===== config.mk =====
export PLATFORM = sky130hd
export DESIGN_NAME = m_sequence_gen
export DESIGN_NICKNAME = d
export VERILOG_FILES = /design/src/rtl/m_sequence_gen.sv
export SDC_FILE = /design/constraint.sdc
export NUM_CORES = 1
export LEC_CHECK = 0
export BUFFER_PORTS_ARGS = -buffer_cell sky130_fd_sc_hd__buf_2
export CAP_MARGIN = 0
export CELL_PAD_IN_SITES_DETAIL_PLACEMENT = 1
export CELL_PAD_IN_SITES_GLOBAL_PLACEMENT = 1
export CORE_AREA = 2 2 39 41
export DETAILED_ROUTE_END_ITERATION = 8
export DIE_AREA = 0 0 41 43
export PLACE_DENSITY = 0.71
export SLEW_MARGIN = 20
export SYNTH_ARGS = -nofsm -noshare
export SYNTH_HDL_FRONTEND = slang
export SYNTH_SLANG_ARGS = --single-unit

===== constraint.sdc =====
create_clock -name clk -period 1.3 [get_ports clk]
set_input_delay 0.26 -clock clk [delete_from_list [all_inputs] [get_ports clk]]
set_output_delay 0.26 -clock clk [all_outputs]
set_load 0.05 [all_outputs]

===== src/rtl/m_sequence_gen.sv =====
// Maximal-length Fibonacci LFSR bit source, advancing one bit per rising edge of gen_bit_req.
// Optional M_SEQ_REQ_SYNC_EN adds a 2-flop request synchronizer ahead of the edge detector.
module m_sequence_gen #(
  parameter int unsigned    N    = 7,
  parameter logic [N-1:0]   SEED = {N{1'b1}}
) (
  input  logic clk,
  input  logic rst_n,
  input  logic gen_bit_req,
  output logic m_seq_out,
  output logic bit_valid,
  output logic seq_start
);

  localparam int unsigned TAP_W = 16;

  // Tap mask with bit (t-1) set for every tap t of the maximal polynomial.
  function automatic logic [TAP_W-1:0] tap_mask(input int unsigned n);
    logic [TAP_W-1:0] m;
    case (n)
      3:       m = 16'h0006;
      4:       m = 16'h000C;
      5:       m = 16'h0014;
      6:       m = 16'h0030;
      7:       m = 16'h0060;
      8:       m = 16'h00B8;
      9:       m = 16'h0110;
      10:      m = 16'h0240;
      11:      m = 16'h0500;
      12:      m = 16'h0E08;
      13:      m = 16'h1C80;
      14:      m = 16'h3802;
      15:      m = 16'h6000;
      16:      m = 16'hD008;
      default: m = 16'h0000;
    endcase
    return m;
  endfunction

  localparam logic [TAP_W-1:0] TAPS_FULL = tap_mask(N);
  localparam logic [N-1:0]     TAPS      = TAPS_FULL[N-1:0];
  localparam logic [N-1:0]     ONES      = {N{1'b1}};
  localparam logic [N-1:0]     SEED_EFF  = (SEED == '0) ? ONES : SEED;

  generate
    if (N < 3 || N > 16) begin : g_bad_n
      $error("m_sequence_gen: N must be in 3..16");
    end
  endgenerate

  logic         req_in;
  logic         req_d_q, req_d_d;
  logic         req_rise;
  logic [N-1:0] state_q, state_d;
  logic         bit_valid_q, bit_valid_d;
  logic         seq_start_q, seq_start_d;
  logic         fb;

`ifdef M_SEQ_REQ_SYNC_EN
  // Two-stage synchronizer for a request source asynchronous to clk.
  logic sync1_q, sync1_d;
  logic sync2_q, sync2_d;

  always_comb begin
    sync1_d = gen_bit_req;
    sync2_d = sync1_q;
  end

  always_ff @(posedge clk or posedge rst_n) begin
    if (rst_n) begin
      sync1_q <= 1'b0;
      sync2_q <= 1'b0;
    end else begin
      sync1_q <= sync1_d;
      sync2_q <= sync2_d;
    end
  end

  assign req_in = sync2_q;
`else
  assign req_in = gen_bit_req;
`endif

  assign req_rise = req_in & ~req_d_q;
  assign fb       = ^(state_q & TAPS);

  // Next state: lockup recovery has priority over a requested shift.
  always_comb begin
    req_d_d     = req_in;
    state_d     = state_q;
    bit_valid_d = 1'b0;
    seq_start_d = 1'b0;
    if (state_q == '0) begin
      state_d = ONES;
    end else if (req_rise) begin
      state_d     = {state_q[N-2:0], fb};
      bit_valid_d = 1'b1;
      seq_start_d = (state_d == SEED_EFF);
    end
  end

  always_ff @(posedge clk or posedge rst_n) begin
    if (rst_n) begin
      req_d_q     <= 1'b0;
      state_q     <= SEED_EFF;
      bit_valid_q <= 1'b0;
      seq_start_q <= 1'b0;
    end else begin
      req_d_q     <= req_d_d;
      state_q     <= state_d;
      bit_valid_q <= bit_valid_d;
      seq_start_q <= seq_start_d;
    end
  end

  assign m_seq_out = state_q[N-1];
  assign bit_valid = bit_valid_q;
  assign seq_start = seq_start_q;

endmodule


Yosys cells after proc, flatten, opt, wreduce, memory -nomap -nowiden
Index checks and enable logic that the tools add are counted.

operators by class
  reduce and logical (&&, ||, !) cells = 3
  mux-type cells = 6
  bitwise logic cells = 2
  eq/ne operators = 1

operator list
  operator                              count
  7-bit two-way mux                     2
  7-bit == test, second input constant  1
  7-bit logical NOT                     1
  7-bit parity                          1
  1-bit two-way mux                     4
  2-bit nonzero test                    1
  1-bit bitwise AND                     1
  1-bit NOT                             1

word-level totals
  output and inout bits = 3
  bits in registers = 10
  bits of input ports = 3

Longest topological paths before layout
  word-level depth = 4
  depth in mapped cells = 4
  mapped depth without buffers = 3

Least setup slack after synthesis
OpenSTA, ideal clock, no wires.

  path kind = register to register
  start point = register state_q[6]
  end point = register state_q[4]
  slack = 0.203 ns
  data required time = 1.209 ns
  arrival time = 1.007 ns
  stages on the path, launching flop included = 4
  buffers on the path = 0
  library setup time = 0.091 ns
  period minus slack after synthesis = 1.097 ns
  cell sequence = dfstp_2 -> nor4_4 -> nand2_2 -> o211ai_1

between the ends
  longest elaborated chain between the ends = 2

RTL lines
  item                                                     RTL line  source
  start, declared                                          54        logic [N-1:0] state_q, state_d;
  start signal, assigned                                   110       state_q <= state_d;
  7-bit logical NOT (*)                                    93        if (state_q == '0) begin
  7-bit two-way mux or 2-bit nonzero test (tied branches)  --

Every way passes the cells marked *; elsewhere a longest branch is shown, timed or not.
A chain may end at the register's enable or synchronous reset.

Worst setup path in the final report
  start point = register state_q[6]
  end point = output m_seq_out

RTL lines
  item           RTL line  source
  end, declared  10        output logic m_seq_out,

No word-level cell between the ends.

==> results.md <==
- Fin Clk Skew: between 6 and 7 ps
- Async set-or-reset flop fraction in the synthesized netlist: 100%
- Worst r2r src: state_q[6]
- Sw Ratio: a little under two fifths
- Final Critical Period: 1210 ps
- Max-slew violation count: 0
- Worst path cell trace: buf_6
- Critical Path Slowest Stage Cell: dfstp_2
- Synth warn: 0
- Setup Viol. Count Final: 0
- Synthesized area: between 400 and 500 µm²
- Synthesis-to-finish area growth: 21.2%
- Clock transition at the registers of the reported paths: roughly 70 ps
- Die H: approximately 43 µm
- DR pass1 iterations: 2
- WP data arrival: about 950 ps
- CTS sink cnt: 10
- Number of global-route vias before repair: approximately 340
- Syn nets: 43
- GRT Util Overall: 13.4%
- Avg Vias per Cell: slightly below 5
- Nets: 54
- Syn Area/Cell: 10.8 µm²
- Hold Path Sink: req_d_q
- Delay-heaviest family, CP: flip-flops
- Number of DRC markers in iteration 0: 2
- Die footprint: between 0.0015 and 0.002 mm²
- Distinct cells, synth: 17
- Crit-path max FO: 2
- Routed Antenna Nets: 0
- Crit path kind: register to output port
- Fill count: about 160
- Status: complete, no violations
- Core area: between 0.001 and 0.0015 mm²
- Most common cell after layout, fill and taps aside: nand2_1
- Clk pwr share: around 18%
- Count of antenna diodes in the layout: 0
- Switching power: between 0.0004 and 0.0005 W
- CP Capture Type: output port
- Worst Setup Start Kind: register
- Root buffer cell: clkbuf_4
- Max-Cap Viols: 0
- Largest net degree at the start of global routing: 11
- Pint: ~0.00080 W
- Hpwl dp: around 600 µm
- Share of power burned in combinational logic: 32.5%
- VDD IR max: 0.715 mV
- # DRC: 0
- Vias: 322
- Core Util, Final: a little under two fifths
- DR WL/cell: about 13 µm
- Cell count after synthesis: 40
- Die X: roughly 41 µm
- #FFs+latches synth: 10
- GR Overflow Total: 0
- R2R depth: 4
- Worst r2r dst: state_q[4]
- Fmax: between 800 and 900 MHz
- Area post-placement: roughly 470 µm²
- RSZ-0062 raised after global routing: false
- Num CTS Buffers: 3
- Post-synthesis sequential area ratio: roughly 60%
- Clk buf depth: 2
- Slew headroom: between 70% and 80%
- Worst path required time: ~1000 ps
- Flop-to-flop setup slack: 140 ps
- Hold Startpoint: gen_bit_req
- Final wirelength: 846 µm
- EDFF count, synth: 0
- Sequential power share: about half
- Most frequent cells in the layout: nand2_1 (11), dfstp_2 (7), nand3_1 (4), buf_2 (4)
- PD cells: ~2400 mW/mm²
- Main flop type after synthesis: dfstp_2
- Actual transition at the worst max-transition pin: 384 ps
- Initial core utilization: 31.2%
- Clock Latency Late Sink: ~260 ps
- Leakage power: roughly 0.23 nW
- Share of cells above drive strength 1: a little under two fifths
- Min-Delay Path Class: input port to register
- Setup TNS: 0 ps
- Final Cell Area: 523 µm²
- WP buf/inv: 1
- CTS tree: yes
- I/O pin cnt: 6
- I/O Buffers: 5
- CTS H-Tree Depth: 1
- Final Cycle Share: between 90% and 100%
- Final Wtd Congestion: ~0.71
- Antenna violations before repair: 0
- Hold Fails Final Rpt: 0
- # rows: 14
- Hold path depth: 1
- Max incr delay on CP: 540 ps
- First-pass GRT wire length: around 1500 µm
==> cells in the mapped netlist (2+ instances only) <==
cell      count  area [µm²]
nand2_1      11        41.3
nand3_1       4        20.0
o211ai_1      2        15.0
dfrtp_1       3        75.1
dfstp_2       7         184
inv_1         2        7.51
==> power groups by stage <==
stage / clock (W) / sequential, W / combinational, W
floorplan: 0 / 0.000690 / 0.000227
global placement: 0 / 0.000653 / 0.000350
detailed placement: 0 / 0.000658 / 0.000356
CTS: 0.000236 / 0.000633 / 0.000423
global route: 0.000256 / 0.000646 / 0.000464
finish: 0.000225 / 0.000633 / 0.000413
==> stage by stage <==
stage / total power (W) / instances / hold slack (ps) / setup slack [ps]
2_1_floorplan: 0.000917 / 40 / 95.2 / 203
3_5_place_dp: 0.00101 / 60 / 259 / 182
4_1_cts: 0.00129 / 66 / 117 / 80.5
3_3_place_gp: 0.00100 / 60 / 251 / 199
5_1_grt: 0.00137 / 66 / 122 / 39.6
6_report: 0.00127 / 66 / 124 / 89.5
==> how the worst max path moves through the flow <==
stage	from	slack, ps	end	cells past startpoint
floorplan	state_q[6]	200	state_q[4]	3
global placement	state_q[6]	200	m_seq_out	1
detailed placement	state_q[6]	180	m_seq_out	1
CTS	state_q[6]	80	m_seq_out	1
global route	state_q[6]	40	state_q[4]	4
finish	state_q[6]	90	m_seq_out	1
==> area by class of cell <==
| cell class | count | area, µm² | share of cell area (%) |
|---|---|---|---|
| flip-flops and latches | 10 | 259 | 49.5 |
| multi-input cells | 27 | 161 | 30.9 |
| repair buffers | 7 | 48.8 | 9.33 |
| clock buffers | 4 | 26.3 | 5.02 |
| well taps | 16 | 20.0 | 3.83 |
| inverters | 2 | 7.51 | 1.44 |
==> routing by layer <==
metal  up-vias  GRT usage [%]  routed length, µm  part of all wire [%]
met3         2           3.14                 27                   3.2
met4         0           10.0                 12                   1.4
met2         6           17.8                408                    48
li1        159              -                  -                     -
met5         -              0                  0                     0
met1       155           17.9                399                    47
==> cells by family after synthesis <==
family,after synthesis,share of synthesized area (%)
AO/OA/AOI/OAI,4,7.53
XOR/XNOR,1,2.03
buffers and inverters,3,2.61
flip-flops,10,60.0
AND/OR/NAND/NOR,22,27.8
==> repair_timing <==
action                                  4_1_cts  5_1_grt
buffers inserted                              1        0
endpoints found under the hold margin         3        0
gates resized for setup                       2        0
endpoints found under the setup margin        1        0
hold buffers                                  1        0
==> sequential cells by signal (all words and copies together), names as in the netlist <==
name       count
seq_start      1
req_d_q        1
state_q        7
bit_valid      1
Note: power is estimated with default switching activity, not from simulation.
